[config.mk]
export PLATFORM = sky130hd
export DESIGN_NAME = uart_mutex_nport
export DESIGN_NICKNAME = d
export VERILOG_FILES = /design/src/rtl/uart_mutex_nport.sv
export SDC_FILE = /design/constraint.sdc
export NUM_CORES = 1
export LEC_CHECK = 0
export CORE_MARGIN = 1.5
export CORE_UTILIZATION = 29
export CTS_BUF_LIST = sky130_fd_sc_hd__clkbuf_8
export DETAILED_ROUTE_END_ITERATION = 12
export PLACE_DENSITY = 0.58
export SYNTH_ARGS = -nofsm -noshare
export SYNTH_HDL_FRONTEND = slang
export SYNTH_SLANG_ARGS = --single-unit
[constraint.sdc]
create_clock -name CLK -period 10.1 [get_ports CLK]
set_input_delay 2.525 -clock CLK [delete_from_list [all_inputs] [get_ports CLK]]
set_output_delay 2.525 -clock CLK [all_outputs]
set_load 0.1 [all_outputs]
[src/rtl/uart_mutex_nport.sv]
// uart_mutex_nport
// Lets N MCU nodes share one UART peripheral driver. A node takes the lock with a prioritised
// start frame, or the host forces a particular node in through the IRQ override. While a node
// holds the lock, its bytes go to the driver and the driver's bytes come back tagged with that
// owner. The lock is released by a stop frame or by an idle watchdog, always through a one-cycle
// RELEASE state. Ties between equal priorities are broken round-robin.
module uart_mutex_nport #(
    parameter int          N_NODES  = 4,
    parameter logic [3:0]  FUNC_TAG = 4'hC,
    parameter logic [7:0]  IRQ_BYTE = 8'h4E,
    parameter int          TIMEOUT  = 1024,
    localparam int         IDX_W    = $clog2(N_NODES)
) (
    input  logic                   CLK,
    input  logic                   RST_N,
    input  logic [16*N_NODES-1:0]  in_op,
    input  logic [7:0]             in_peripheral,
    input  logic                   in_irq_req,
    input  logic [IDX_W-1:0]       in_irq_node,
    output logic [7:0]             out_peripheral,
    output logic [15:0]            out_node,
    output logic                   periph_en,
    output logic [N_NODES-1:0]     out_irq,
    output logic                   lock_valid,
    output logic [IDX_W-1:0]       lock_owner
);

    localparam int          CNT_W    = $clog2(TIMEOUT);
    localparam logic [7:0]  FRAME_HI = {4'hF, FUNC_TAG};
    localparam logic [15:0] STOP_OP  = {4'hF, FUNC_TAG, 8'hFF};

    typedef enum logic [1:0] {
        IDLE    = 2'd0,
        ARM     = 2'd1,
        LOCKED  = 2'd2,
        RELEASE = 2'd3
    } state_t;

    state_t             state;
    state_t             next_state;
    logic [IDX_W-1:0]   owner;
    logic [IDX_W-1:0]   next_owner;
    logic [IDX_W-1:0]   rr_ptr;
    logic [CNT_W-1:0]   idle_cnt;

    logic [15:0]        ops [N_NODES];
    logic [15:0]        owner_op;
    logic               owner_start;
    logic               owner_stop;
    logic               owner_idle;
    logic               timeout_hit;
    logic               irq_ok;

    logic               arb_valid;
    logic [IDX_W-1:0]   arb_node;
    logic [3:0]         arb_prio;
    int                 scan_idx;

    logic [7:0]         out_peripheral_n;
    logic [15:0]        out_node_n;
    logic               periph_en_n;
    logic [N_NODES-1:0] out_irq_n;
    logic               lock_valid_n;
    logic [IDX_W-1:0]   lock_owner_n;

    // A start frame carries the priority in its low nibble; priority 0 (0xFC00) is not a request.
    function automatic logic is_start(input logic [15:0] op);
        return (op[15:8] == FRAME_HI) && (op[7:4] == 4'h0) && (op[3:0] != 4'h0);
    endfunction

    // Split the flat op bus into one 16-bit op per node.
    always_comb begin
        for (int k = 0; k < N_NODES; k++) begin
            ops[k] = in_op[16*k +: 16];
        end
    end

    assign owner_op    = ops[owner];
    assign owner_start = is_start(owner_op);
    assign owner_stop  = (owner_op == STOP_OP);
    assign owner_idle  = (owner_op == 16'h0000);
    assign timeout_hit = (idle_cnt == CNT_W'(TIMEOUT - 1));
    assign irq_ok      = in_irq_req && (int'(in_irq_node) < N_NODES);

    // Pick the requester for the next lock. The scan starts at rr_ptr and only a strictly higher
    // priority displaces the current pick, so among equal priorities the first node at or after
    // rr_ptr wins.
    always_comb begin
        arb_valid = 1'b0;
        arb_node  = '0;
        arb_prio  = 4'h0;
        scan_idx  = 0;
        for (int i = 0; i < N_NODES; i++) begin
            scan_idx = int'(rr_ptr) + i;
            if (scan_idx >= N_NODES) begin
                scan_idx = scan_idx - N_NODES;
            end
            if (is_start(ops[scan_idx]) && (ops[scan_idx][3:0] > arb_prio)) begin
                arb_valid = 1'b1;
                arb_prio  = ops[scan_idx][3:0];
                arb_node  = IDX_W'(scan_idx);
            end
        end
    end

    // Hold the FSM state, owner, round-robin pointer and idle watchdog.
    always_ff @(posedge CLK) begin
        if (!RST_N) begin
            state    <= IDLE;
            owner    <= '0;
            rr_ptr   <= '0;
            idle_cnt <= '0;
        end else begin
            state <= next_state;
            owner <= next_owner;
            if (state == RELEASE) begin
                rr_ptr <= (int'(owner) == N_NODES - 1) ? '0 : owner + 1'b1;
            end
            if ((state == LOCKED) && owner_idle && (next_state == LOCKED)) begin
                idle_cnt <= idle_cnt + 1'b1;
            end else begin
                idle_cnt <= '0;
            end
        end
    end

    // Decide the next state and, in IDLE, which node is granted the lock.
    always_comb begin
        next_state = state;
        next_owner = owner;
        case (state)
            IDLE: begin
                if (irq_ok) begin
                    next_owner = in_irq_node;
                    next_state = ARM;
                end else if (arb_valid) begin
                    next_owner = arb_node;
                    next_state = ARM;
                end
            end
            ARM: begin
                next_state = LOCKED;
            end
            LOCKED: begin
                if (owner_stop || (owner_idle && timeout_hit)) begin
                    next_state = RELEASE;
                end
            end
            RELEASE: begin
                next_state = IDLE;
            end
            default: begin
                next_state = IDLE;
            end
        endcase
    end

    // Work out next-cycle output values; data only flows while the lock stays held.
    always_comb begin
        out_peripheral_n = 8'h00;
        out_node_n       = 16'h0000;
        periph_en_n      = 1'b0;
        out_irq_n        = '0;
        lock_valid_n     = 1'b0;
        lock_owner_n     = '0;
        if ((next_state == ARM) || (next_state == LOCKED)) begin
            periph_en_n  = 1'b1;
            lock_valid_n = 1'b1;
            lock_owner_n = next_owner;
        end
        if ((state == LOCKED) && (next_state == LOCKED) && !owner_start) begin
            if (owner_idle) begin
                out_peripheral_n = out_peripheral;
                out_node_n       = out_node;
            end else begin
                out_peripheral_n = owner_op[7:0];
                out_node_n       = {8'h01 << owner, in_peripheral};
                out_irq_n        = {{(N_NODES-1){1'b0}}, (in_peripheral == IRQ_BYTE)} << owner;
            end
        end
    end

    // Register every output so the nodes and the driver see clean flop outputs.
    always_ff @(posedge CLK) begin
        if (!RST_N) begin
            out_peripheral <= 8'h00;
            out_node       <= 16'h0000;
            periph_en      <= 1'b0;
            out_irq        <= '0;
            lock_valid     <= 1'b0;
            lock_owner     <= '0;
        end else begin
            out_peripheral <= out_peripheral_n;
            out_node       <= out_node_n;
            periph_en      <= periph_en_n;
            out_irq        <= out_irq_n;
            lock_valid     <= lock_valid_n;
            lock_owner     <= lock_owner_n;
        end
    end

endmodule

==> results.toml <==
[finish]
nets = 589
nFillCells = 1215
antenna_cells = 0
drive_gt1_share_pct = 12.6
area_delta_synth_final_pct = 35.7

[detailed_routing]
drt_iter0_markers = 274
vias = 3450
avgViaCountPerCell = 5.41
wire_per_inst_um = 17.9
wl_mm = 11.4
drtAntennaViolNets = 0
drcViolationCount = 0
drt_first_pass_iters = 4

[synthesis]
yosysWarnings = 0
synth.avg_cell_area_sq_um = 9.11
synth-edff-count = 0
synth-seq-area-share_pct = 24.1
netlist_instances = 392
async_flop_share_pct = 0
syn_area_sq_um = 3570
ys_ff_latch = 43
synth_flop_cell = "dfxtp_1"
yosysUniqueCellTypes = 63

[die]
core_sq_um = 12000
die_width_um = 114
io_pins = 109
num_rows = 40
die_h_um = 114
initial_core_util_pct = 29.7
dieArea_sq_um = 13000

[timing]
fmax_mhz = 106
fin_ws_ps = 644
hold_viol = 0
slew_headroom_pct = 18.1
final.setup.tns_ps = 0
finClkSkew_ps = 4.53
min_period_over_period_pct = 93.6
period_minus_slack_ps = 9460
tightest_slew_ps = 1230
setup_violations = 0
slew_violations = 0

[worst_setup_path]
regToRegSetupSlack_ps = 2910
worstPathRequired_ps = 10340
crit_type = "input port to flip-flop"
end_kind = "flip-flop"
timing.rr.start = "rr_ptr[0]"
critPathSlowestCell = "or4b_2"
start_kind = "input port"
timing.rr.end = "out_irq[3]"
worstPathMaxFanout = 11
reg2regPathDepth = 35
cp.arrival_ps = 9690
cpPeakStageDelay_ps = 710

[grt]
grt_pass1_wl_mm = 18.5
grt_max_degree = 40
overflow = 0
track_usage_pct = 18.1
antenna_found_initial = 0
grt_pass1_vias = 3475

[worst_hold_path]
worstHoldStart = "idle_cnt[0]"
holdPathEnd = "idle_cnt[0]"
hold_class = "flip-flop to flip-flop"
hold_depth = 1

[power]
leakagePower_uw = 0.00169
ir_drop_v = 0.0000711
p_per_area_nw_per_um2 = 136

[place]
dp_slack_ps = -39.5
dp_hpwl_mm = 9.43
place_congestion = 0.920
port_buffers = 104

[clock_tree]
clock_latency_ps = 300
clockBufferDepth = 2
cts_sinks = 43
cts_made_buffers = 5
clock-root-buffer = "clkbuf_8"
cts_tree = "yes"
cts.clk_slew.worst_paths_ps = 80
cts_max_level = 2

[job]
cap_violations = 0

[status]
run_status = "complete, no violations"
-- placed cells by master, fill, tap and decap left out, types with 2 or more instances in the layout --
master,count
ha_1,22
o41ai_1,2
buf_4,7
nor4_1,4
xor2_1,4
and3_1,6
nand2_1,23
nor3_1,7
a21o_1,4
or3_1,2
clkbuf_8,5
xnor2_1,4
nor3b_1,2
o2bb2ai_1,2
mux2i_1,30
nor2_1,59
a211oi_1,2
inv_1,15
o211ai_1,2
and2_1,3
o21ai_0,5
nand4bb_1,2
a21oi_1,16
dfxtp_1,43
mux2_2,5
nand4_1,10
or4_1,9
nand2b_1,2
clkdlybuf4s50_1,104
o21ai_2,2
or4b_2,4
nand3_1,12
mux4_2,23
o211a_1,3
o22ai_1,5
a31oi_1,6
conb_1,4
-- synth_stat cells (8+ instances only) --
cell type | count | area [sq um]
nor2_1 | 59 | 221
dfxtp_1 | 43 | 861
mux2i_1 | 30 | 300
nand2_1 | 24 | 90.1
mux4_2 | 23 | 518
ha_1 | 22 | 275
a21oi_1 | 16 | 80.1
inv_1 | 15 | 56.3
nand3_1 | 12 | 60.1
buf_2 | 10 | 50.1
nand4_1 | 10 | 62.6
or4_1 | 9 | 67.6
nor3_1 | 8 | 40.0
-- metal layers --
layer  global-route usage, %  vias to the layer above  share of wire, %
met3                    3.29                       15               8.2
met1                    23.6                     1642                42
li1                        -                     1670                 -
met2                    30.8                      123                48
met4                    5.00                        0               1.7
met5                       0                        -                 0
-- registers in the layout (all words and copies together) (netlist names) --
register	cells
rr_ptr	2
out_peripheral	8
owner	2
idle_cnt	10
state	2
lock_owner	2
lock_valid	1
out_irq	4
out_node	12
-- kinds of logic after synthesis --
kind of cell / Yosys count / share of synthesized area (%)
simple gates: 157 / 23.4
compound gates: 64 / 12.6
mux: 58 / 24.5
flops: 43 / 24.1
buf+inv: 39 / 5.71
fa+ha+maj: 22 / 7.71
xor+xnor: 8 / 1.96
other cells: 1 / 0.105
-- area by class of cell --
cell class / instances / area (sq um) / area share, %
clock buffer: 5 / 68.8 / 1.42
clock inverter: 3 / 43.8 / 0.904
timing repair buffer: 111 / 1090 / 22.6
multi-input combinational: 313 / 2530 / 52.3
tap: 147 / 184 / 3.80
sequential: 43 / 861 / 17.8
inverter: 16 / 60.1 / 1.24
-- power by group --
part	leakage (uW)	switching, uW	total, uW	internal (uW)
Combinational	0.00129	200	331	131
Clock	0.0000581	62.3	136	73.7
Sequential	0.000347	8.95	192	183
-- how the worst max path moves through the flow --
stage	startpoint	to	slack, ps	cells past startpoint
after floorplan	in_op[24]	out_irq[1]	1210	35
after global placement	in_op[24]	out_irq[1]	250	35
after detailed placement	in_op[24]	out_irq[3]	-40	35
after CTS	in_op[24]	out_irq[3]	220	35
after global routing	in_op[24]	out_irq[3]	-40	36
final	in_op[24]	out_irq[3]	640	35
-- timing repair --
action | in CTS | in global routing
setup endpoints to repair | 0 | 36
gates resized for setup | 0 | 5
hold buffers | 0 | 0
setup buffers | 0 | 0
-- stage by stage --
step / utilization, % / cells / instance area (sq um) / total power (uW) / hold WS (ps)
floorplan: - / 395 / 3580 / 432 / 426
global placement: 39.3 / 630 / 4720 / 522 / 446
CTS: 40.2 / 638 / 4830 / 662 / 478
detailed placement: 39.3 / 630 / 4720 / 525 / 462
finish: 40.3 / 638 / 4850 / 658 / 480
global route: 40.3 / 638 / 4850 / 699 / 506
-- critical path: cells and delay by family --
| family | cells | cell delay, ps |
|---|---|---|
| buffers and inverters | 1 | 450 |
| AOI/OAI and AO/OA | 16 | 2790 |
| and+or+nand+nor | 14 | 2820 |
| adders and majority gates | 4 | 1100 |
Power figures use the tool's default switching activity.
